## config.mk

```make
export PLATFORM = sky130hd
export DESIGN_NAME = sequential_divider_8bit
export DESIGN_NICKNAME = d
export VERILOG_FILES = /design/src/rtl/sequential_divider_8bit.sv
export SDC_FILE = /design/constraint.sdc
export NUM_CORES = 1
export LEC_CHECK = 0
export ABC_AREA = 1
export ABC_CLOCK_PERIOD_IN_PS = 1700
export BUFFER_PORTS_ARGS = -buffer_cell sky130_fd_sc_hd__buf_2
export CAP_MARGIN = 5
export CELL_PAD_IN_SITES_DETAIL_PLACEMENT = 0
export CELL_PAD_IN_SITES_GLOBAL_PLACEMENT = 1
export CORE_UTILIZATION = 25
export DETAILED_ROUTE_END_ITERATION = 8
export PLACE_DENSITY = 0.62
export SYNTH_ARGS = -nofsm -noshare
export SYNTH_HDL_FRONTEND = slang
export SYNTH_SLANG_ARGS = --single-unit
```

## constraint.sdc

```tcl
create_clock -name Clk -period 1.7 [get_ports Clk]
set_input_delay 0.17 -clock Clk [delete_from_list [all_inputs] [get_ports Clk]]
set_output_delay 0.17 -clock Clk [all_outputs]
set_load 0.05 [all_outputs]
```

## src/rtl/sequential_divider_8bit.sv

```systemverilog
// sequential_divider_8bit: multi-cycle unsigned restoring divider with Run/Done handshake
module sequential_divider_8bit #(
  parameter int WIDTH = 8
) (
  input  logic             Clk,
  input  logic             Reset_n,
  input  logic             Run,
  input  logic [WIDTH-1:0] Dividend,
  input  logic [WIDTH-1:0] Divisor,
  output logic [WIDTH-1:0] Quotient,
  output logic [WIDTH-1:0] Remainder,
  output logic             Busy,
  output logic             Done,
  output logic             Div_by_zero
);
  localparam int CW = $clog2(WIDTH + 1);
  typedef enum logic [1:0] {IDLE, LOAD, CALC, DONE} state_t;
  state_t           state, state_nx;
  logic [WIDTH-1:0] q, d, q_nx;
  logic [WIDTH:0]   r, r_nx;
  logic [WIDTH+1:0] s, t;
  logic [CW-1:0]    cnt;
  logic             ge, last;
  // one restoring step: shift in the next dividend bit, trial-subtract D as add of ~D with carry-in
  // r's MSB is always 0 (r < D), so s never loses a bit and the sign of t is exact
  always_comb begin
    s    = {r, q[WIDTH-1]};
    t    = s + {2'b11, ~d} + {{(WIDTH+1){1'b0}}, 1'b1};
    ge   = ~t[WIDTH+1];
    r_nx = ge ? t[WIDTH:0] : s[WIDTH:0];
    q_nx = {q[WIDTH-2:0], ge};
    last = cnt == CW'(WIDTH - 1);
  end
  // state register
  always_ff @(posedge Clk or negedge Reset_n)
    if (!Reset_n) state <= IDLE;
    else          state <= state_nx;
  // next state: a held Run never restarts because DONE only leaves when Run drops
  always_comb begin
    state_nx = (state == IDLE) ? (Run ? LOAD : IDLE) :
               (state == LOAD) ? ((Divisor == '0) ? DONE : CALC) :
               (state == CALC) ? (last ? DONE : CALC) :
               (Run ? DONE : IDLE);
  end
  // status outputs decoded from state
  always_comb begin
    Busy = (state == LOAD) || (state == CALC);
    Done = state == DONE;
  end
  // datapath: results are written only on entry to DONE, never during CALC
  always_ff @(posedge Clk or negedge Reset_n)
    if (!Reset_n) begin
      q           <= '0;
      d           <= '0;
      r           <= '0;
      cnt         <= '0;
      Quotient    <= '0;
      Remainder   <= '0;
      Div_by_zero <= 1'b0;
    end else if (state == LOAD) begin
      q           <= Dividend;
      d           <= Divisor;
      r           <= '0;
      cnt         <= '0;
      Div_by_zero <= Divisor == '0;
      if (Divisor == '0) begin
        Quotient  <= '1;
        Remainder <= Dividend;
      end
    end else if (state == CALC) begin
      q   <= q_nx;
      r   <= r_nx;
      cnt <= cnt + CW'(1);
      if (last) begin
        Quotient  <= q_nx;
        Remainder <= r_nx[WIDTH-1:0];
      end
    end
endmodule

```

==> results.md, run 1 <==
* Outcome: finished with violations
* Violated checks: setup timing
* Mapped Nets at 383
* Xor/xnor cell area share of the yosys netlist at 0.9700%
* Core Box Area at 0.01042 sq mm
* Skew final at 9.397 ps
* Met3 WL post-DR at 190 um
* Dpl hpwl at 5620 um
* PortBufs at 37
* Reg clk slew, reported paths at 90 ps
* Mapped Cells at 350
* Synth top cells by count: nand2_1, dfrtp_1, inv_1, nand3_1, o21ai_0
* Fin crit period at 1807 ps
* Critical path capture point type: flip-flop
* First-pass GRT wire length at 12480 um
* Warnings, synthesis at 0
* Vias in the first global route at 2494
* Slew Limit Headroom at 70.65%
* Met1 WL at 3713 um
* Critical path arrival at 2050 ps
* Asr flop ratio synth at 100.0%
* Crit-path max FO at 6
* Worst-Margin Slew at 440.2 ps
* Sequential fraction of the synthesis area at 44.34%
* Clock sink total at 48
* Post-synthesis compound-gate area fraction at 11.82%
* Synth top area share at 44.34%
* Adder-cell share of the synthesized area at 6.744%
* Top Ports at 38
* Max layer used: met4
* Fin util at 37.05%
* Synth area leader: dfrtp_1
* Slew Limit Fails at 0
* Max Clk Rate at 553.5 MHz
* Pin count of the biggest net entering global routing at 43
* 1st-iter DRT viols at 140
* Hold Vio Cnt, Final at 0
* Clock root buffer: clkbuf_8
* Most area-consuming cells after synthesis: dfrtp_1, nand2_1, ha_1, inv_1, nand3_1
* Hold WC Path Type: input port to flip-flop
* RSZ-0062 raised after global routing: true
* Area Overhead vs Synth at 42.45%
* DR DRC count at 0
* Insertion delay to the later sink of the worst-skew pair at 310 ps
* Worst Setup Start Kind: flip-flop
* Drt total wl at 7793 um
* H-Tree Depth at 2
* Antenna cells at 0
* Via Count at 2579
* Fillers at 1087
* Met2 Wirelength at 3796 um
* Most instantiated library cell after synthesis: nand2_1
* Max-Cap Viols at 0
* All-Layer GR Usage at 14.12%
* FF+latch count, synth at 48
* Drt via density at 4.549
* Most used DFF post-synth: dfrtp_1
* Antenna violations before repair at 0
* DIE AREA at 0.01126 sq mm
* Congestion Overflow GR at 0
* Initial DRT Pass Iterations at 4
* WHS Path Cells at 3
* Largest family of logic cells by synthesized area: simple AND/OR/NAND/NOR gates
* Critical Setup Path Class: flip-flop to flip-flop
* Post-synth EDFFs at 0
* Wire per inst at 13.74 um
* Path depth of the worst reg2reg path at 12
* Post-route ant nets at 0
* Layout cell share with drive strength beyond 1 at 38.98%
* Netlist Area Pre-Place at 0.002709 sq mm
* Crit path required time at 1950 ps
* Endpoints failing setup at 18
* Simple-gate share of the synthesized area at 27.53%
* Row count at 37
* Initial cell density of the core at 26.01%
* Number of buffers created by CTS at 5
* Count of unique library cells instantiated by Yosys at 25
* Final GP Congestion at 0.7925
* Final worst slack at -106.8 ps
* Total negative slack at -1348 ps
* Die height at 106.1 um
* Tcrit/Tclk final at 106.3%
* Post-synthesis mux area share at 0%
* TritonCTS clock tree: yes
* Max Buffers Root-to-Sink at 2
* Total Nets Final at 463
* Post-synthesis average cell area at 7.740 sq um
* Die W at 106.1 um
[worst paths after layout]
path	from	to	slack, ps
setup reg to reg	r[1]	r[5]	-110
min in group asynchronous	Reset_n	q[4]	320
max in group asynchronous	Reset_n	r[8]	850
hold / removal	Divisor[4]	d[4]	90
hold reg to reg	Div_by_zero	Div_by_zero	500
setup / recovery	r[1]	r[5]	-110
[area by class of cell]
cell class,instances,area (sq um),share of cell area [%]
inverter,42,160.2,4.150
timing repair buffer,85,626.9,16.25
clock inverter,2,13.76,0.3567
sequential,48,1202,31.16
multi-input combinational,248,1603,41.54
clock buffer,6,82.58,2.140
tap,136,170.2,4.410
[placed cells by master, fill, tap and decap left out, types with 8 or more instances in the layout]
master	netlist	final
nand2_1	90	80
nand4_1	8	8
nor2_1	23	18
inv_1	40	32
o21ai_0	28	28
a21oi_1	23	16
nand3_2	4	17
nand3_1	29	14
buf_4	1	40
nand2_2	4	10
dfrtp_1	48	47
buf_2	3	36
inv_2	2	9
[routing by layer]
layer  GRT usage [%]  up-vias
li1                -     1297
met1           18.78     1235
met2           23.48       40
met3           2.146        7
met4           4.464        0
met5               0        -
[flip-flops by register name (all words and copies together) (netlist names)]
| name | cells |
|---|---|
| q | 8 |
| cnt | 4 |
| Quotient | 8 |
| Div_by_zero | 1 |
| d | 8 |
| r | 9 |
| Remainder | 8 |
| state | 2 |
[worst max-delay path, cell delays in order (launching register included)]
cell and delay (ps):
dfrtp_1 440, ha_4 290, nand2_4 70, nand2_2 50
nand2_1 50, nand2_1 60, nand2_2 80, nand4_1 200
nand2_4 200, nand3_2 110, nand2_1 80, nand2_1 50
nand2_1 60
[cell families (layout without fill, tap and decap cells)]
kind of cell / after synthesis / in the layout
flops: 48 / 48
simple gates: 168 / 170
buf+inv: 56 / 135
compound gates: 61 / 61
fa+ha+maj: 14 / 14
xor+xnor: 3 / 3
[per-stage QoR]
step	hold WS, ps	instance area (sq um)	std cells	worst slack [ps]
floorplan	-125.6	2746	350	2.450
global placement	135.4	3337	547	-290.6
detailed placement	135.4	3337	547	-232.9
CTS	84.55	3641	561	-100.4
global route	84.03	3859	567	-228.5
finish	86.74	3859	567	-106.8
[repair_timing]
item,4_1_cts,5_1_grt
endpoints found under the setup margin,27,29
hold buffers,1,0
resized for setup,33,41
buffers inserted,3,5
cloned,2,1
pin swaps,18,12
endpoints found under the hold margin,15,0
Power of run 1 is not shown: default switching activity piles up to over one toggle a cycle in this logic, so the estimate is an artifact.
==> run 2: changes to the inputs <==
- CORE_MARGIN: unset -> 3
==> run 2 against run 1 <==
Routed wire length is essentially flat. Clock skew about the same. Die area up 7.7%. Flip-flop and latch count stayed put. Sequential share of layout area stayed put. The flow still finishes with violations (setup timing). Non-clock buffer count rose by 2. Global-route usage down 1.6 points. Core utilization unchanged. Final area unchanged. Worst setup slack got worse by 9.2 ps.
==> results.md, run 2 (synthesized netlist as in run 1, its figures left out) <==
* Outcome: finished with violations
* Violated checks: setup timing
* Congestion Overflow GR at 0 (unchanged)
* DR DRC count at 0 (unchanged)
* Total negative slack at -1649 ps (-300.8 ps)
* Worst R2R Setup Slack at -120 ps (about the same)
* Worst reg2reg startpoint: r[3]
* Fin crit period at 1816 ps (+9.205 ps)
* Tcrit/Tclk final at 106.8% (+0.54 points)
* Row count at 37 (unchanged)
* Via Count at 2528 (-2.0%)
* Skew final at 9.589 ps (+0.1917 ps)
* Post-route ant nets at 0 (unchanged)
* Worst Setup Start Kind: flip-flop
* Initial DRT Pass Iterations at 4 (unchanged)
* Clock network power share at 11.4%
* Drt total wl at 7799 um (about the same)
* CP max stage delay at 450 ps (about the same)
* Die height at 110.1 um (+3.8%)
* Antenna cells at 0 (unchanged)
* Register share of total power at 21.6%
* Pwr/cell area at 2324 mW/mm^2
* Critical Path, Cell by Cell: ha_4 -> nand2_4 -> nor2_1 -> nand3_2 -> nand4_1 -> nand2_2 -> nand3_1 -> nand3_1 -> nand2_1 -> inv_1
* 1st-iter DRT viols at 130 (-7.1%)
* DIE AREA at 0.01212 sq mm (+7.7%)
* Number of flip-flops in the largest register at 9 (unchanged)
* Pin count of the biggest net entering global routing at 43 (unchanged)
* Crit path required time at 1910 ps (-40 ps)
* Die W at 110.1 um (+3.8%)
* Worst-Margin Slew at 478.4 ps (+38.13 ps)
* Hold WC Path Type: input port to flip-flop
* Max rail drop VDD at 0.6237 mV
* Antenna violations before repair at 0 (unchanged)
* Hold Startpoint: Divisor[4]
* Slew Limit Headroom at 68.11% (-2.5 points)
* Endpoints failing setup at 18 (unchanged)
* All-Layer GR Usage at 12.56% (-1.6 points)
* Final GP Congestion at 0.7778 (-1.9%)
* Drt via density at 4.451 (-2.2%)
* Initial cell density of the core at 26.01% (unchanged)
* Kind of cell adding the most delay to the critical path: simple AND/OR/NAND/NOR gates
* Insertion delay to the later sink of the worst-skew pair at 300 ps (about the same)
* Dpl hpwl at 5516 um (-1.8%)
* Top reg by flops: r
* Hold Vio Cnt, Final at 0 (unchanged)
* Max Clk Rate at 550.7 MHz (-0.51%)
* Switching pwr at 4.354 mW
* PortBufs at 37 (unchanged)
* Layout cell share with drive strength beyond 1 at 38.19% (-0.78 points)
* Clock sink total at 48 (unchanged)
* Critical path capture point type: flip-flop
* Number of buffers created by CTS at 5 (unchanged)
* Core Box Area at 0.01042 sq mm (unchanged)
* Clock root buffer: clkbuf_8
* RSZ-0062 raised after global routing: true
* TritonCTS clock tree: yes
* Crit-path max FO at 5 (-1)
* Worst setup startpoint: r[3]
* Most frequent cells in the layout: nand2_1, dfrtp_1, buf_4, buf_2, inv_1
* Wire per inst at 13.73 um (about the same)
* Internal power at 4.614 mW
* Critical path arrival at 2030 ps (-20 ps)
* Combinational share of power at 67.0%
* Most frequent CP cell: nand3_1
* Sw frac at 48.55%
* Power consumption at 8.969 mW
* Area Overhead vs Synth at 42.45% (unchanged)
* Critical Setup Path Class: flip-flop to flip-flop
* Max-Cap Viols at 0 (unchanged)
* Top Ports at 38 (unchanged)
* Most common cell after layout, fill and taps aside: nand2_1
* Reg clk slew, reported paths at 100 ps (about the same)
* Worst path slowest cell: dfrtp_2
* Pleak at 1.871 nW
* Slew Limit Fails at 0 (unchanged)
* Max Buffers Root-to-Sink at 2 (unchanged)
* Final worst slack at -116.0 ps (-9.205 ps)
* Vias in the first global route at 2326 (-6.7%)
* Total Nets Final at 464 (+0.22%)
* First-pass GRT wire length at 11790 um (-5.6%)
* H-Tree Depth at 2 (unchanged)
* Critical path buffers and inverters at 1 (+1)
## run 2: cell type report
type / instances / area, sq um
timing repair buffer: 87 / 635.6
sequential: 48 / 1202
tap: 136 / 170.2
fill: 1088 / 6558
inverter: 42 / 162.7
clock buffer: 5 / 68.82
multi-input combinational: 247 / 1550
clock inverter: 3 / 68.82
## run 2: stage by stage
stage / util (%) / setup WS, ps / area [sq um] / hold WS [ps] / instances
after floorplan: - / 2.450 / 2746 / -125.6 / 350
after global placement: 32.32 / -208.7 / 3367 / 162.9 / 551
final: 37.05 / -116.0 / 3859 / 83.04 / 568
after CTS: 35.32 / -142.3 / 3679 / 70.41 / 562
after global routing: 37.05 / -245.8 / 3859 / 88.22 / 568
after detailed placement: 32.32 / -228.5 / 3367 / 157.3 / 551
## run 2: worst paths after layout
check / to / cells after the start
setup / recovery: Remainder[4] / 10
max in group asynchronous: r[1] / 3
setup reg to reg: Remainder[4] / 10
min in group asynchronous: Quotient[4] / 2
hold / removal: d[4] / 3
hold reg to reg: Div_by_zero / 2
## run 2: tightest hold or removal path: cells and delay by family
family,cells,cell delay (ps)
buf+inv,1,90
compound gates,1,60
simple gates,1,40
## run 2: power groups by stage
stage / sequential [mW] / clock [mW] / combinational, mW
after floorplan: 2.40 / 0 / 3.02
after global placement: 1.91 / 0 / 5.25
after detailed placement: 1.92 / 0 / 5.26
after CTS: 1.92 / 1.07 / 5.72
after global routing: 1.99 / 1.11 / 6.63
final: 1.93 / 1.02 / 6.01
## run 2: repair_timing
action / in CTS / in global routing
cloned: 1 / 2
endpoints found under the setup margin: 28 / 29
gates resized for setup: 39 / 28
endpoints found under the hold margin: 17 / 0
hold buffers: 1 / 0
buffers inserted: 1 / 4
pin swaps: 17 / 15
## run 2: metal layers
layer,share of wire (%),track usage [%],wire [um],vias up
met4,0.54,2.639,42,0
met5,0,0,0,-
met1,47,17.74,3665,1163
li1,-,-,-,1302
met2,48,20.54,3729,61
met3,4.6,1.747,361,2
No activity file was read; power rests on OpenSTA's default activity.
